<file path="src/rtl/rate_pulse_decoder_if.sv">
// Bus for rate_pulse_decoder: control inputs toward the decoder and the
// registered measurement results back from it.
interface rate_pulse_decoder_if #(
   parameter int WIN_BITS = 16,
   parameter int ACC_BITS = WIN_BITS + 1
);
   logic                P_0;
   logic                Z;
   logic                CLR;
   logic [ACC_BITS-1:0] C_OUT;
   logic                VALID;
   logic                LOCK;
   logic [WIN_BITS-1:0] WCNT;

   modport master (output P_0, Z, CLR, input  C_OUT, VALID, LOCK, WCNT);
   modport slave  (input  P_0, Z, CLR, output C_OUT, VALID, LOCK, WCNT);
endinterface

</file>
<file path="src/rtl/rate_pulse_decoder.sv">
// Rate pulse decoder: counts Z pulses over windows of 2^WIN_BITS enabled
// cycles and publishes each window's count with a one-cycle VALID strobe.
// Windows run back-to-back; CLR restarts measurement from IDLE.
module rate_pulse_decoder #(
   parameter int WIN_BITS = 16,
   parameter int ACC_BITS = WIN_BITS + 1
) (
   input  logic               CK,
   input  logic               RN,
   rate_pulse_decoder_if.slave bus
);
   typedef enum logic {S_IDLE = 1'b0, S_MEASURE = 1'b1} state_t;

   localparam logic [WIN_BITS-1:0] WONE = {{(WIN_BITS-1){1'b0}}, 1'b1};

   logic [1:0]          r_rst_sync;
   logic                w_run;
   state_t              r_state,  w_state_nx;
   logic [WIN_BITS-1:0] r_wcnt,   w_wcnt_nx;
   logic [ACC_BITS-1:0] r_acc,    w_acc_nx;
   logic [ACC_BITS-1:0] r_cout,   w_cout_nx;
   logic                r_valid,  w_valid_nx;
   logic                r_lock,   w_lock_nx;
   logic [ACC_BITS-1:0] w_acc_inc;
   logic                w_final;

   // Async-assert / sync-release: state stays in reset through the release
   // edge and the following one, so no register moves on the release edge.
   always_ff @(posedge CK or negedge RN) begin
      if (!RN) r_rst_sync <= 2'b00;
      else     r_rst_sync <= {r_rst_sync[0], 1'b1};
   end
   assign w_run = r_rst_sync[1];

   assign w_acc_inc = r_acc + {{(ACC_BITS-1){1'b0}}, bus.Z};
   assign w_final   = (r_wcnt == {WIN_BITS{1'b1}});

   // Next-state and datapath update; CLR outranks P_0/Z, disabled cycles hold.
   always_comb begin
      w_state_nx = r_state;
      w_wcnt_nx  = r_wcnt;
      w_acc_nx   = r_acc;
      w_cout_nx  = r_cout;
      w_valid_nx = 1'b0;
      w_lock_nx  = r_lock;
      if (bus.CLR) begin
         w_state_nx = S_IDLE;
         w_wcnt_nx  = '0;
         w_acc_nx   = '0;
         w_cout_nx  = '0;
         w_lock_nx  = 1'b0;
      end else if (bus.P_0) begin
         // IDLE's first enabled cycle is window position 0, same as MEASURE.
         w_state_nx = S_MEASURE;
         if (w_final) begin
            w_cout_nx  = w_acc_inc;
            w_valid_nx = 1'b1;
            w_lock_nx  = 1'b1;
            w_acc_nx   = '0;
            w_wcnt_nx  = '0;
         end else begin
            w_acc_nx   = w_acc_inc;
            w_wcnt_nx  = r_wcnt + WONE;
         end
      end
   end

   // State and output registers; outputs come straight from these flops.
   always_ff @(posedge CK or negedge RN) begin
      if (!RN) begin
         r_state <= S_IDLE;
         r_wcnt  <= '0;
         r_acc   <= '0;
         r_cout  <= '0;
         r_valid <= 1'b0;
         r_lock  <= 1'b0;
      end else if (!w_run) begin
         r_state <= S_IDLE;
         r_wcnt  <= '0;
         r_acc   <= '0;
         r_cout  <= '0;
         r_valid <= 1'b0;
         r_lock  <= 1'b0;
      end else begin
         r_state <= w_state_nx;
         r_wcnt  <= w_wcnt_nx;
         r_acc   <= w_acc_nx;
         r_cout  <= w_cout_nx;
         r_valid <= w_valid_nx;
         r_lock  <= w_lock_nx;
      end
   end

   assign bus.C_OUT = r_cout;
   assign bus.VALID = r_valid;
   assign bus.LOCK  = r_lock;
   assign bus.WCNT  = r_wcnt;
endmodule

</file>
<file path="src/flat_wrapper.sv">
// flat-port wrapper written by rule: the top's interface ports become plain ports
module rate_pulse_decoder_flat 
#(
   parameter int WIN_BITS = 16,
   parameter int ACC_BITS = WIN_BITS + 1
)
  (CK, RN, bus_P_0, bus_Z, bus_CLR, bus_C_OUT, bus_VALID, bus_LOCK, bus_WCNT);
  rate_pulse_decoder_if #(.WIN_BITS(WIN_BITS), .ACC_BITS(ACC_BITS)) bus_i ();
  input  logic CK;
  input  logic RN;
  input wire logic [$bits(bus_i.P_0)-1:0] bus_P_0;
  input wire logic [$bits(bus_i.Z)-1:0] bus_Z;
  input wire logic [$bits(bus_i.CLR)-1:0] bus_CLR;
  output wire logic [$bits(bus_i.C_OUT)-1:0] bus_C_OUT;
  output wire logic [$bits(bus_i.VALID)-1:0] bus_VALID;
  output wire logic [$bits(bus_i.LOCK)-1:0] bus_LOCK;
  output wire logic [$bits(bus_i.WCNT)-1:0] bus_WCNT;
  assign bus_i.P_0 = bus_P_0;
  assign bus_i.Z = bus_Z;
  assign bus_i.CLR = bus_CLR;
  assign bus_C_OUT = bus_i.C_OUT;
  assign bus_VALID = bus_i.VALID;
  assign bus_LOCK = bus_i.LOCK;
  assign bus_WCNT = bus_i.WCNT;
  rate_pulse_decoder #(.WIN_BITS(WIN_BITS), .ACC_BITS(ACC_BITS)) u_core (.CK(CK), .RN(RN), .bus(bus_i));
endmodule
</file>
<file path="config.mk">
export PLATFORM = sky130hd
export DESIGN_NAME = rate_pulse_decoder_flat
export DESIGN_NICKNAME = d
export VERILOG_FILES = /design/src/rtl/rate_pulse_decoder_if.sv /design/src/rtl/rate_pulse_decoder.sv /design/src/flat_wrapper.sv
export SDC_FILE = /design/constraint.sdc
export NUM_CORES = 1
export LEC_CHECK = 0
export BUFFER_PORTS_ARGS = -buffer_cell sky130_fd_sc_hd__buf_2
export CORE_MARGIN = 3
export CORE_UTILIZATION = 50
export DETAILED_ROUTE_END_ITERATION = 8
export PLACE_DENSITY = 0.71
export SYNTH_ARGS = -nofsm -noshare
export SYNTH_HDL_FRONTEND = slang
export SYNTH_SLANG_ARGS = --single-unit
</file>
<file path="constraint.sdc">
create_clock -name CK -period 2.3 [get_ports CK]
set_clock_uncertainty 0.15 [all_clocks]
set_input_delay 0 -clock CK [delete_from_list [all_inputs] [get_ports CK]]
set_output_delay 0 -clock CK [all_outputs]
set_load 0.005 [all_outputs]
</file>
## Word-level counts from Yosys, hierarchy flattened

Cells that the tools add are included.

| operators by class | value |
|---|---|
| add/sub/neg operators | 2 |
| mux-type cells | 20 |
| reductions and logical operators | 1 |
| equal/unequal tests | 3 |

Operator list:

| operator | count |
|---|---|
| 2-to-1 mux 17 bit | 8 |
| 2-to-1 mux 16 bit | 4 |
| adder 17 x 1 -> 17 bit | 1 |
| adder 16 x 1 -> 16 bit, second input constant | 1 |
| == test 16 bit, second input constant | 1 |
| 2-to-1 mux 1 bit | 8 |
| inequality test 3 bit, second input constant | 2 |
| AND reduction 2 bit | 1 |

| word-level totals | value |
|---|---|
| register bits | 54 |
| input bits | 5 |
| output and inout port bits | 35 |
| logic and storage cells | 32 |

## Depth between registers and ports, before layout

| logic depth | value |
|---|---|
| word-level depth | 5 |
| mapped depth | 7 |
| gate-level depth less buffers | 5 |

## Worst setup path before layout

No wires, ideal clock.

| path | value |
|---|---|
| kind | register -> register |
| from | register u_core.r_wcnt[0] (netlist: u_core.bus.WCNT[0]) |
| to | register u_core.r_cout[10] (netlist: u_core.bus.C_OUT[10]) |
| required time | 2.003 ns |
| cell stages (with the launch flop) | 8 |
| period minus slack after synthesis | 2.011 ns |
| setup time | 0.147 ns |
| path buffers | 2 |
| path slack | 0.289 ns |
| arrival | 1.714 ns |
| cells stage by stage | dfrtp_1 -> ha_1 -> nand3_1 -> or4_1 -> buf_6 -> nor2_8 -> buf_6 -> a211oi_2 |

| between the ends | value |
|---|---|
| cells in the longest elaborated chain, start to end | 3 |

Ends and longest elaborated chain:

| what | line | source |
|---|---|---|
| from (decl) | rate_pulse_decoder.sv:19 | `logic [WIN_BITS-1:0] r_wcnt, w_wcnt_nx;` |
| from (signal assigned) | rate_pulse_decoder.sv:86 | `r_wcnt <= w_wcnt_nx;` |
| == test 16 bit | rate_pulse_decoder.sv:36 | `assign w_final = (r_wcnt == {WIN_BITS{1'b1}});` |
| inequality test 3 bit (no line) | - |  |
| AND reduction 2 bit (no line) | - |  |
| to (signal assigned) | rate_pulse_decoder.sv:88 | `r_cout <= w_cout_nx;` |
| to (decl) | rate_pulse_decoder.sv:21 | `logic [ACC_BITS-1:0] r_cout, w_cout_nx;` |

No other way between the ends.
A chain may end at the register's enable or synchronous reset.

## Final worst setup path

| path | value |
|---|---|
| from | register u_core.r_acc[0] |
| to | register u_core.r_acc[11] |

| between the ends | value |
|---|---|
| cells in the longest elaborated chain, start to end | 5 |

Ends and longest elaborated chain:

| what | line | source |
|---|---|---|
| from (decl) | rate_pulse_decoder.sv:20 | `logic [ACC_BITS-1:0] r_acc, w_acc_nx;` |
| from (signal assigned) | rate_pulse_decoder.sv:87 | `r_acc <= w_acc_nx;` |
| adder 17 x 1 -> 17 bit | rate_pulse_decoder.sv:35 | `assign w_acc_inc = r_acc + {{(ACC_BITS-1){1'b0}}, bus.Z};` |
| 2-to-1 mux 17 bit | rate_pulse_decoder.sv:55 | `if (w_final) begin` |
| 2-to-1 mux 17 bit | rate_pulse_decoder.sv:52 | `end else if (bus.P_0) begin` |
| 2-to-1 mux 17 bit | rate_pulse_decoder.sv:46 | `if (bus.CLR) begin` |
| 2-to-1 mux 17 bit | rate_pulse_decoder.sv:77 | `end else if (!w_run) begin` |

No other way between the ends. The select of a mux whose other input is x is not followed.

==> results.json <==
{
  "status": "finished, final reports clean",
  "grt_pass1_wl_mm": 11.3,
  "syn-num-nets": 297,
  "root_buffer": "clkbuf_8",
  "core_mm2": 0.00557,
  "cts.clk_slew.worst_paths_ns": 0.10,
  "crit_buf_inv": 0,
  "post-cts-setup-buffers": 0,
  "synth_cells": 289,
  "cts_sinks": 54,
  "cts_tree": "yes",
  "nets": 340,
  "nFillCells": 504,
  "yosys_warnings": 0,
  "avgSynthCellArea_um2": 10.1,
  "layout_commonest_cell": "dfrtp_1",
  "worstPathRequired_ns": 2.39,
  "rr_worst_depth": 5,
  "drc": 0,
  "place.gp.congestion": 0.837,
  "holdPathStages": 3,
  "min_period_over_period_pct": 95.7,
  "timing.setup.tns_ns": 0,
  "crit_family": "simple AND/OR/NAND/NOR gates",
  "wl_per_cell_um": 16.6,
  "clock_path_buffers": 2,
  "drt-pass1-iter-count": 4,
  "maxCapViolations": 0,
  "cts_resized": 0,
  "via_count": 2391,
  "ir_worst_vdd_mv": 0.334,
  "min_from": "bus_P_0",
  "rr_startpoint": "u_core.r_acc[0]",
  "synthDistinctLibCells": 45,
  "viasPerCell": 5.90,
  "async_flop_share_pct": 100,
  "hpwlAfterDp_mm": 4.67,
  "num_rows": 27,
  "drt-initial-drc-count": 134,
  "grt_max_degree": 35,
  "ys_seq_area_share_pct": 46.2,
  "gr-total-overflow": 0,
  "slew_headroom_pct": 42.1,
  "power_uw": 1700,
  "drt_wl_total_mm": 6.73,
  "final_hold_viol_count": 0,
  "start_util_pct": 52.5,
  "ys_ff_latch": 54,
  "io_buffers": 39,
  "rsz0062_at_grt": "false",
  "synth_flop_cell": "dfrtp_1",
  "min_period_ns": 2.20,
  "cp_max_fo": 6,
  "path_cells": "ha_1 -> nand3_2 -> or4_4 -> or4_1 -> o21ai_1",
  "rrSetupSlack_ns": 0.1,
  "numCtsBuffers": 5,
  "syn_area_mm2": 0.00292,
  "hold_class": "in -> reg",
  "fmax_mhz": 454,
  "drive_gt1_share_pct": 27.0,
  "p_leak_uw": 0.00144,
  "clk_latency_ns": 0.31,
  "layout_common_cells": "dfrtp_1 (54), buf_2 (39), a31oi_1 (22)",
  "slowest_stage": "or4_4",
  "synth_edf_count": 0,
  "h-tree-depth": 2,
  "report.final.setup_viol": 0,
  "first_global_vias": 2304,
  "report.final.slew_viol_count": 0,
  "ant_nets": 0,
  "crit_type": "reg -> reg",
  "n_antenna_cell": 0,
  "die_area_mm2": 0.00680,
  "power_per_cell_area_mw_per_mm2": 503,
  "endpoint_kind": "register",
  "areaGrowthSynthToFinish_pct": 15.3,
  "grt_usage_pct": 21.6,
  "whs_endpoint": "u_core.bus.C_OUT[14]",
  "die_h_um": 82.5,
  "tightest_slew_ns": 0.866,
  "die_w_um": 82.5,
  "worstSetupStartpointType": "register",
  "reg2reg_to": "u_core.r_acc[11]",
  "antenna_found_initial": 0,
  "critical_path.max_stage_delay_ns": 0.57,
  "arrival_ns": 2.29,
  "io-pin-count": 40
}
-- per-stage QoR --
step / setup slack (ns) / instance area, µm² / hold WS (ns) / util (%) / cells
after floorplan: 0.289 / 2920 / -0.446 / - / 289
after global placement: 0.188 / 3240 / -0.0933 / 58.2 / 395
after detailed placement: 0.146 / 3240 / -0.0870 / 58.2 / 395
after CTS: 0.119 / 3370 / 0.00372 / 60.5 / 405
after global routing: 0.0373 / 3370 / 0.0229 / 60.5 / 405
final: 0.0983 / 3370 / 0.00935 / 60.5 / 405
-- layer usage --
layer	wire, µm	part of all wire [%]	vias up	GRT usage, %
li1	-	-	1165	-
met1	3260	48	1161	31.3
met2	3100	46	61	34.1
met3	332	4.9	4	3.15
met4	42	0.62	0	5.32
met5	0	0	-	0
-- worst reg2reg max path, delay by kind of cell (launching register included) --
kind	cells	cell delay, ns
adder cells (fa/ha/maj)	1	0.29
AO/OA/AOI/OAI	1	0.09
AND/OR/NAND/NOR	3	1.22
flip-flops	1	0.39
-- synth_stat cells, drive strengths merged (9+ instances only) --
library cell / n / area share (%)
a211oi: 16 / 5.5
or3: 12 / 2.6
a31oi: 22 / 4.7
buf: 10 / 2.5
xnor2: 15 / 4.5
dfrtp: 54 / 46
clkbuf: 10 / 1.3
nor2: 14 / 2.4
nand4: 13 / 3.4
or4: 9 / 2.4
a21oi: 26 / 5.5
nand2: 18 / 2.3
-- cells by family (layout without fill, tap and decap cells) --
family | after synthesis | count (layout) | synth area share (%)
compound gates | 84 | 84 | 20.5
simple gates | 96 | 96 | 19.6
fa+ha+maj | 3 | 3 | 1.28
other cells | 1 | 1 | 0.128
flops | 54 | 54 | 46.2
buf+inv | 26 | 70 | 4.62
mux | 2 | 2 | 0.770
xor+xnor | 23 | 23 | 6.89
-- registers in the layout (all words and copies together), names as in the netlist --
| register | count |
|---|---|
| u_core.r_rst_sync | 2 |
| u_core.bus.VALID | 1 |
| u_core.r_acc | 17 |
| u_core.bus.C_OUT | 17 |
| u_core.bus.LOCK | 1 |
| u_core.bus.WCNT | 16 |
-- cell type report --
cell class | count | area (µm²) | area share, %
multi-input cells | 209 | 1450 | 42.9
flip-flops and latches | 54 | 1350 | 40.1
repair buffers | 56 | 353 | 10.5
well taps | 72 | 90.1 | 2.67
clock buffers | 5 | 68.8 | 2.04
clock inverters | 3 | 40.0 | 1.19
inverters | 6 | 22.5 | 0.668
-- worst max path at each step --
stage                  startpoint                    to  cells past startpoint
3_5_place_dp      u_core.r_acc[0]      u_core.r_acc[11]                      5
3_3_place_gp      u_core.r_acc[0]      u_core.r_acc[11]                      5
6_report          u_core.r_acc[0]      u_core.r_acc[11]                      5
5_1_grt        u_core.bus.WCNT[0]   u_core.bus.C_OUT[0]                      6
4_1_cts           u_core.r_acc[0]      u_core.r_acc[11]                      5
2_1_floorplan  u_core.bus.WCNT[0]  u_core.bus.C_OUT[10]                      7
-- where the power goes --
group / leakage [µW] / total, µW / switching, µW / internal [µW]
sequential: 0.000749 / 966 / 10.8 / 955
combinational: 0.000636 / 103 / 70.1 / 32.9
clock: 0.0000579 / 627 / 306 / 321
-- what timing repair did --
action,in CTS,in global routing
hold buffers,2,0
setup endpoints to repair,0,0
endpoints found under the hold margin,28,0
Power figures use the tool's default switching activity.
